--- src/rtl/btn_debouncer.sv ---
// ---------------------------------------------------------------------------
// btn_debouncer
//
// Conditions an asynchronous, bouncing pushbutton or switch level so it can
// feed the signal input of the 3-bit sequence-detector FSM. The raw level is
// first brought into the clk domain through a two-flop synchroniser. A new
// synchronised level is accepted only after it has held for STABLE_CYCLES
// consecutive cycles. Any return to the current level restarts the
// qualification from zero.
//
// When a new level is accepted, a one-cycle rise or fall strobe is also
// produced for logic downstream that wants edges rather than levels.
//
// Parameters:
//   STABLE_CYCLES  consecutive synchronised cycles a new level must hold
//                  before it is accepted (legal range 2..65535)
//
// Ports:
//   clk     in   single clock for all state
//   rst     in   synchronous active-high reset, sampled on rising clk
//   raw_in  in   asynchronous, possibly bouncing input level
//   signal  out  debounced level
//   rise    out  one-cycle strobe when signal goes 0->1
//   fall    out  one-cycle strobe when signal goes 1->0
// ---------------------------------------------------------------------------
module btn_debouncer #(
   parameter int unsigned STABLE_CYCLES = 4
) (
   input  logic clk,
   input  logic rst,
   input  logic raw_in,
   output logic signal,
   output logic rise,
   output logic fall
);

   // The counter only has to reach STABLE_CYCLES-1. For any legal value
   // (2 or more), $clog2(STABLE_CYCLES) is the smallest width that holds it.
   localparam int unsigned     CNT_W   = (STABLE_CYCLES > 1) ? $clog2(STABLE_CYCLES) : 1;
   localparam logic [CNT_W-1:0] CNT_MAX = CNT_W'(STABLE_CYCLES - 1);
   localparam logic [CNT_W-1:0] CNT_ONE = CNT_W'(1);

   typedef enum logic {
      IDLE,
      CHECK
   } state_t;

   logic             s1;
   logic             s2;
   state_t           state_q;
   state_t           state_d;
   logic [CNT_W-1:0] cnt_q;
   logic [CNT_W-1:0] cnt_d;
   logic             signal_d;
   logic             rise_d;
   logic             fall_d;
   logic             differs;

   // Two-flop synchroniser. raw_in is asynchronous, so only s2 is trusted by
   // the qualification logic. s1 may be metastable and is never looked at
   // anywhere else. Both flops are cleared by reset. As a result, a level
   // that is already high when reset releases is seen as a fresh 0->1
   // transition and is qualified normally.
   always_ff @(posedge clk) begin
      if (rst) begin
         s1 <= 1'b0;
         s2 <= 1'b0;
      end else begin
         s1 <= raw_in;
         s2 <= s1;
      end
   end

   // State register for the qualifier, together with the registered outputs.
   // Reset takes priority over everything else. A count in progress is
   // thrown away, and no strobe can escape on the reset edge, because the
   // strobes are cleared here rather than taken from the next-state logic.
   always_ff @(posedge clk) begin
      if (rst) begin
         state_q <= IDLE;
         cnt_q   <= '0;
         signal  <= 1'b0;
         rise    <= 1'b0;
         fall    <= 1'b0;
      end else begin
         state_q <= state_d;
         cnt_q   <= cnt_d;
         signal  <= signal_d;
         rise    <= rise_d;
         fall    <= fall_d;
      end
   end

   // Next-state logic.
   //
   // IDLE means the synchronised input agrees with the accepted level. The
   // first disagreeing cycle moves to CHECK with the count already at one,
   // because that cycle is the first of the run being qualified. In CHECK,
   // each further disagreeing cycle advances the count. On the cycle the
   // count is already at STABLE_CYCLES-1, the run is long enough: the new
   // level is committed and the matching strobe is raised for that one
   // cycle. Any agreeing cycle while in CHECK drops back to IDLE with the
   // count cleared, so a glitch can never accumulate credit across gaps.
   //
   // A commit always returns to IDLE with a zero count. The opposite level
   // can therefore start qualifying on the very next edge, and the counter
   // has no path past CNT_MAX.
   always_comb begin
      state_d  = state_q;
      cnt_d    = cnt_q;
      signal_d = signal;
      rise_d   = 1'b0;
      fall_d   = 1'b0;
      differs  = (s2 != signal);

      case (state_q)
         IDLE: begin
            if (differs) begin
               state_d = CHECK;
               cnt_d   = CNT_ONE;
            end else begin
               cnt_d   = '0;
            end
         end

         CHECK: begin
            if (!differs) begin
               state_d = IDLE;
               cnt_d   = '0;
            end else if (cnt_q == CNT_MAX) begin
               state_d  = IDLE;
               cnt_d    = '0;
               signal_d = s2;
               rise_d   = s2;
               fall_d   = ~s2;
            end else begin
               cnt_d = cnt_q + CNT_ONE;
            end
         end

         default: begin
            state_d = IDLE;
            cnt_d   = '0;
         end
      endcase
   end

endmodule
--- config.mk ---
export PLATFORM = sky130hd
export DESIGN_NAME = btn_debouncer
export DESIGN_NICKNAME = d
export VERILOG_FILES = /design/src/rtl/btn_debouncer.sv
export SDC_FILE = /design/constraint.sdc
export NUM_CORES = 1
export LEC_CHECK = 0
export ABC_AREA = 1
export CAP_MARGIN = 10
export CORE_AREA = 2 2 39 41
export DETAILED_ROUTE_END_ITERATION = 16
export DIE_AREA = 0 0 41 43
export HOLD_SLACK_MARGIN = 0.05
export REMOVE_ABC_BUFFERS = 1
export SLEW_MARGIN = 30
export SYNTH_ARGS = -nofsm -noshare
export SYNTH_HDL_FRONTEND = slang
export SYNTH_SLANG_ARGS = --single-unit
--- constraint.sdc ---
create_clock -name clk -period 0.8 [get_ports clk]
set_input_delay 0.12 -clock clk [delete_from_list [all_inputs] [get_ports clk]]
set_output_delay 0.12 -clock clk [all_outputs]
set_load 0.1 [all_outputs]
== After elaboration in Yosys (flattened, before gate mapping) ==
Cells that the tools add are included.

* Bits in registers: 8
* Bits of input ports: 3
* Word-level logic and storage cells: 24
* Output and inout port bits: 3

* Eq/ne operators: 2
* Muxes and demuxes: 8
* Reduce and logical (&&, ||, !) cells: 2
* Add/sub/neg operators: 1
* Bitwise logic cells: 4

{| class="wikitable"
|+ Operators with widths
! operator !! count
|-
| $mux W1 || 4
|-
| $mux W2 || 2
|-
| $not A1 Y1 || 4
|-
| $pmux W2 S2 || 1
|-
| $reduce_or A4 Y1 || 1
|-
| $reduce_and A3 Y1 || 1
|-
| $add A2 B1 Y2 const B || 1
|-
| $eq A2 B2 Y1 const B || 1
|-
| $pmux W1 S2 || 1
|-
| $ne A1 B1 Y1 || 1
|}

== Depth between registers and ports, before layout ==
Gate-level depths: netlist of the first run.

* Word-level depth: 4
* Depth in mapped cells: 5
* Depth with buffers taken out: 5

== Least setup slack after synthesis of the first run ==
OpenSTA, ideal clock, no wires.

* Path type: register -> register
* Start: register signal
* End: register cnt_q[1]
* Setup time: 0.064 ns
* Arrival time: 1.370 ns
* Buffers on the path: 0
* Setup slack: -0.634 ns
* Cell stages (with the launch flop): 5
* Period minus slack after synthesis: 1.434 ns
* Data required time: 0.736 ns
* Cells stage by stage: dfxtp_1 -> inv_1 -> nand2_1 -> nand3_2 -> nor2_1

* Cells in the longest elaborated chain, start to end: 3

{| class="wikitable"
|+ RTL lines
! item !! line !! source
|-
| start: declaration || 32 || <nowiki>output logic signal,</nowiki>
|-
| start signal: assignment || 88 || <nowiki>signal <= signal_d;</nowiki>
|-
| $ne A1 B1 Y1 || 114 || <nowiki>differs = (s2 != signal);</nowiki>
|-
| $mux W2 || 127 || <nowiki>if (!differs) begin</nowiki>
|-
| $pmux W2 S2 || 116 || <nowiki>case (state_q)</nowiki>
|-
| end signal: assignment || 87 || <nowiki>cnt_q <= cnt_d;</nowiki>
|-
| end: declaration || 52 || <nowiki>logic [CNT_W-1:0] cnt_q;</nowiki>
|}

No other way between the ends.
A chain may end at the register's enable or synchronous reset.

== Final worst setup path of the first run ==
* Start: register signal
* End: output port signal

No word-level cell between the ends.

==> results of run 1 <==
-- stage by stage --
step                hold WS [ns]  util (%)  setup TNS (ns)  std cells  power (mW)
floorplan                  0.189         -           -4.22         35       0.433
global placement           0.392      29.0          -0.766         57       0.451
detailed placement         0.397      29.0          -0.826         57       0.452
CTS                        0.394      33.5          -0.359         61       0.758
global route               0.416      35.0          -0.793         62       0.791
finish                     0.398      35.0          -0.393         62       0.743
-- kinds of logic after synthesis --
logic type               Yosys count
adder cells (fa/ha/maj)            1
flip-flops                         8
buffers and inverters              8
XOR/XNOR                           1
AND/OR/NAND/NOR                   15
AO/OA/AOI/OAI                      2
-- cell usage in the layout, fill, tap and decap left out --
master / count
nor2_1: 5
nand3_2: 1
clkdlybuf4s50_1: 2
clkbuf_4: 3
inv_1: 6
inv_4: 1
nand4_1: 2
a21oi_1: 1
ha_4: 1
xnor2_2: 1
inv_2: 1
nand2_4: 1
o21ai_2: 1
nand2_1: 4
buf_4: 3
dfxtp_2: 3
nand3_1: 1
dfxtp_4: 2
dfxtp_1: 3
buf_12: 3
nand3b_1: 1
-- state kept, by name, summed over array words and instances (netlist names) --
| signal | count |
|---|---|
| cnt_q | 2 |
| fall | 1 |
| rise | 1 |
| s1 | 1 |
| s2 | 1 |
| signal | 1 |
| state_q | 1 |
-- cell type report --
cell class              count  area [sq um]  share of cell area (%)
inverters                   8          32.5                    6.72
repair buffers              8           103                    21.2
clock buffers               3          22.5                    4.65
flip-flops and latches      8           171                    35.4
multi-input cells          19           135                    27.9
well taps                  16          20.0                    4.13
-- worst paths after layout --
path                    to  slack, ns  cells after the start
setup / recovery    signal      -0.09                      1
hold reg to reg         s2       0.41                      2
hold / removal          s1       0.40                      3
setup reg to reg  cnt_q[1]      -0.04                      3
-- per-layer routing --
layer	up-vias	share of wire (%)	global-route usage, %
met1	106	39	8.85
met2	7	54	13.4
met4	0	0	2.00
met5	-	0	0
met3	0	6.6	6.81
li1	130	-	-
-- power breakdown --
group / leakage [nW] / total [mW] / internal (mW) / switching (mW)
combinational: 0.143 / 0.0356 / 0.0211 / 0.0145
clock: 0.0138 / 0.298 / 0.171 / 0.127
sequential: 0.0681 / 0.409 / 0.401 / 0.00876
total: 0.225 / 0.743 / 0.593 / 0.151
-- what timing repair did --
action                     4_1_cts  5_1_grt
hold endpoints to repair         0        0
resized for setup               12        4
buffers inserted                 1        1
pin swaps                        2        1
hold buffers                     0        0
setup endpoints to repair        9        9
==> results.md, run 1 <==
* Status: finished with violations
* Failing checks: negative setup slack
* Synth area leader: dfxtp_1
* Routed Antenna Nets at 0
* Synthesized instance count at 35
* Max incr delay on CP at 0.36 ns
* Mapped Area at 294 sq um
* Power Dens Cells at 1540 nW/um^2
* Cts bufs inserted at 3
* FF-to-FF Start: cnt_q[0]
* GR Util All Layers at 8.69%
* Fin Clk Skew at 0.00125 ns
* I/O Buffers at 5
* Antenna violations before repair at 0
* WP buf/inv at 1
* Tightest Pin Transition at 0.246 ns
* Ys async rst share at 0%
* DP Worst Slack at -0.138 ns
* H-tree Lvls at 1
* Fin. max-slew vios at 0
* Most frequent cell after synthesis: dfxtp_1
* Fillers at 138
* Worst setup path start: signal
* CTS tree: yes
* Seq cells post-synth at 8
* XOR/XNOR Fraction of Synth Area at 2.98%
* Critical-path top delay cell: dfxtp_4
* Die width at 41 um
* Ordered list of cells on the worst path: buf_12
* Post-synth top flop: dfxtp_1
* Largest family of logic cells by synthesized area: simple AND/OR/NAND/NOR gates
* RSZ-0062 raised after global routing: yes
* Sequential fraction of the synthesis area at 54.5%
* Fin. Hold Viols at 0
* Static Leak at 0.225 nW
* Initial core utilization at 21.2%
* Global route overflow at 0
* Row cnt at 14
* Clk sinks at 8
* Tmin final at 0.893 ns
* CP Capture Type: output pin
* Root cell of the clock tree: clkbuf_4
* Routability cong. at 0.764
* DPL Wire Length at 337 um
* Most frequent cells after synthesis: 8 x dfxtp_1, 7 x inv_1, 5 x nand2_1, 5 x nor2_1, 2 x nand4_1
* Setup crit start kind: flip-flop
* Area share of fa/ha/maj cells after synthesis at 4.26%
* Drt first pass iters at 1
* Core region area at 1380 sq um
* Post-synthesis cell type count at 13
* Post-route clock period utilization at 112%
* Via count at 243
* Final Cell Area at 484 sq um
* Remaining DRCs at 0
* Layout Nets at 52
* Largest cells by area after synthesis: dfxtp_1 54%, inv_1 8.9%, nand2_1 6.4%, nor2_1 6.4%, ha_1 4.3%
* Placement Cell Area at 402 sq um
* Top-Level Pins at 6
* Syn Area/Cell at 8.40 sq um
* Die Area at 1760 sq um
* Post-synth top area share at 54.5%
* Synthesized-area fraction occupied by ao, oa, aoi and oai cells at 3.40%
* Max clock buf depth at 2
* DR iter-0 viols at 0
* Hold Path Class: in2reg
* VDD IR max at 874 uV
* CP required at 0.68 ns
* Top Family by Delay on Critical Path: flip-flops
* Number of synthesized flops with an enable pin at 0
* Share of layout cells above drive strength 1 at 45.7%
* Worst relative slew slack at 83.6%
* Critical path peak fanout at 2
* First-pass GRT wire length at 1.00 mm
* Setup violators final at 9
* Die H at 43 um
* Vias/cell at 3.92
* Critical Path AT at 0.77 ns
* Final setup margin at -0.0933 ns
* Maxcap violations at 0
* Later-pin clock latency in the skew report at 0.25 ns
* Simple-Gate Fraction of Synth Area at 24.7%
* Synthesis Warnings at 0
* Largest net degree at the start of global routing at 6
* Final wirelength at 561 um
* WS Path Type: reg2out
* Post-synthesis to final-layout area growth at 64.7%
* Antenna Cells at 0
* Wire length per cell at 9.05 um
* F_max at 1120 MHz
* Worst hold start: raw_in
* Mux contribution to synthesized area at 0%
* Number of global-route vias before repair at 253
* Clock-pin slew on the worst setup and hold paths at 0.05 ns
No activity file was read; power rests on OpenSTA's default activity.
==> run 2: changes to the inputs <==
ABC_AREA = unset   (was 1)
==> results.md, run 2 <==
* I/O Buffers at 5
* Critical Path AT at 0.82 ns
* Flop-to-flop setup slack at -0.12 ns
* Post-synth top flop: dfxtp_1
* Core region area at 1380 sq um
* Synthesized-area fraction occupied by ao, oa, aoi and oai cells at 11.0%
* Antenna violations before repair at 0
* Fin. max-slew vios at 0
* Commonest non-fill, non-tap cell in the layout: dfxtp_1
* Antenna Cells at 0
* Synth area leader: dfxtp_1
* CP Capture Type: output pin
* Die H at 43 um
* Final Cell Area at 480 sq um
* Comb power frac at 4.4%
* WP buf/inv at 2
* FF-to-FF Start: cnt_q[0]
* Routed Antenna Nets at 0
* Final wirelength at 486 um
* Wire length per cell at 9.72 um
* Synthesized instance count at 23
* Max clock buf depth at 2
* Root cell of the clock tree: clkbuf_4
* Setup violators final at 9
* Global route overflow at 0
* Final setup margin at -0.144 ns
* Max incr delay on CP at 0.32 ns
* Mapped Area at 274 sq um
* Layout Nets at 40
* GR Util All Layers at 8.27%
* Drt first pass iters at 3
* Post-synthesis cell type count at 14
* Top-Level Pins at 6
* Power Dens Cells at 1550 nW/um^2
* Switch share at 19.9%
* Largest family of logic cells by synthesized area: simple AND/OR/NAND/NOR gates
* R2R Path End: signal
* Share of layout cells above drive strength 1 at 61.8%
* Net Sw Power at 0.148 mW
* Remaining DRCs at 0
* Number of synthesized flops with an enable pin at 0
* Worst hold start: rst
* Die width at 41 um
* Most frequent cells in the layout: 4 x dfxtp_1, 3 x clkbuf_4, 3 x dfxtp_2, 3 x buf_12
* Clock-pin slew on the worst setup and hold paths at 0.05 ns
* Power share of the clock group at 40.1%
* Ordered list of cells on the worst path: buf_6 > buf_12
* Flop pwr share at 55.5%
* Worst setup path start: signal
* Sequential fraction of the synthesis area at 58.4%
* Biggest register: cnt_q
* Critical-path top delay cell: dfxtp_2
* RSZ-0062 raised after global routing: yes
* Internal power at 0.596 mW
* Hold Path Class: in2reg
* Seq cells post-synth at 8
* H-tree Lvls at 1
* Largest net degree at the start of global routing at 8
* CP required at 0.68 ns
* Syn Area/Cell at 11.9 sq um
* Post-synthesis to final-layout area growth at 75.3%
* Later-pin clock latency in the skew report at 0.25 ns
* Routability cong. at 0.661
* Mux contribution to synthesized area at 0%
* Max reg flops at 2
* Most frequent cells after synthesis: 8 x dfxtp_1, 2 x nor2b_1, 2 x nor4b_1
* Ys async rst share at 0%
* Worst relative slew slack at 78.5%
* Post-synth top area share at 58.4%
* Tot Pwr at 0.744 mW
* Cell depth of the worst flop-to-flop path at 3
* Hold depth at 2
* CTS tree: yes
* Number of global-route vias before repair at 244
* Most frequent cell after synthesis: dfxtp_1
* Top Family by Delay on Critical Path: flip-flops
* Post-route clock period utilization at 118%
* Fin Clk Skew at 0.00357 ns
* Cts bufs inserted at 3
* First-pass GRT wire length at 938 um
* Initial core utilization at 19.8%
* Setup crit start kind: flip-flop
* Fin. Hold Viols at 0
* Cts hold-fix bufs at 0
* Synthesis Warnings at 0
* DPL Wire Length at 331 um
* Tightest Pin Transition at 0.322 ns
* Simple-Gate Fraction of Synth Area at 22.8%
* Row cnt at 14
* Vias/cell at 4.36
* WS Path Type: reg2out
* Static Leak at 0.168 nW
* Area share of fa/ha/maj cells after synthesis at 4.57%
* Tmin final at 0.944 ns
* Placement Cell Area at 389 sq um
* Die Area at 1760 sq um
* Hold path endpoint: signal
* F_max at 1060 MHz
* Failing checks: negative setup slack
* Via count at 218
* Maxcap violations at 0
* DR iter-0 viols at 12
* Critical path peak fanout at 2
* XOR/XNOR Fraction of Synth Area at 3.20%
* Status: finished with violations
* Clk sinks at 8
* VDD IR max at 809 uV
* Largest cells by area after synthesis: dfxtp_1 58%, nor4b_1 6.4%, ha_1 4.6%, nor2b_1 4.6%, nor4_2 4.6%
run 2: changes by cell type in the layout (fill, tap and decap cells not counted), sizes merged, moves of 2 or more:
cell | previous run | this run
nor2 | 5 | 0
nor4b | 0 | 2
inv | 8 | 0
nor2b | 0 | 2
nand2 | 5 | 2
nand4 | 2 | 0
run 2: power by group through the flow:
stage	Clock, mW	Sequential [mW]	Combinational [mW]
final	0.298	0.413	0.0326
after global routing	0.331	0.414	0.0363
after CTS	0.311	0.414	0.0304
after detailed placement	0	0.420	0.0276
after global placement	0	0.420	0.0274
after floorplan	0	0.419	0.00867
run 2: worst max-delay path by stage:
stage / cells past startpoint / end
floorplan: 2 / cnt_q[1]
finish: 2 / signal
detailed placement: 2 / fall
CTS: 2 / signal
global placement: 2 / fall
global route: 3 / rise
run 2: cell families (layout without fill, tap and decap cells):
| logic type | Yosys count | after routing |
|---|---|---|
| xor+xnor | 1 | 1 |
| buf+inv | 0 | 11 |
| compound gates | 4 | 4 |
| simple gates | 9 | 9 |
| flops | 8 | 8 |
| fa+ha+maj | 1 | 1 |
run 2: per-layer routing:
metal	vias to the layer above	share of wire [%]	GRT usage (%)
met5	-	0	0
met4	0	2.3	6.00
li1	107	-	-
met3	2	3.9	3.14
met1	103	40	7.84
met2	6	54	13.4
run 2: timing repair:
item | in CTS | in global routing
gates resized for setup | 10 | 4
setup buffers | 1 | 0
setup endpoints to repair | 9 | 11
run 2: final cells by class:
type,instances,area [sq um]
clock buffers,3,22.5
repair buffers,8,109
well taps,16,20.0
flip-flops and latches,8,168
multi-input cells,15,161
fillers,137,903
run 2: per-stage QoR:
stage / setup TNS, ns / setup WS (ns) / utilization, % / instances / hold WS, ns
final: -0.912 / -0.144 / 34.7 / 50 / 0.233
after detailed placement: -1.82 / -0.275 / 28.1 / 46 / 0.427
after CTS: -0.988 / -0.149 / 33.1 / 50 / 0.425
after global placement: -1.74 / -0.281 / 28.1 / 46 / 0.421
after global routing: -1.36 / -0.179 / 34.7 / 50 / 0.258
after floorplan: -4.52 / -0.729 / - / 23 / 0.189
==> run 3: changes to the inputs <==
CAP_MARGIN = 5   (was 10)
==> results of run 3 <==
No change in the layout: final DEF, timing and power equal those of run 2.
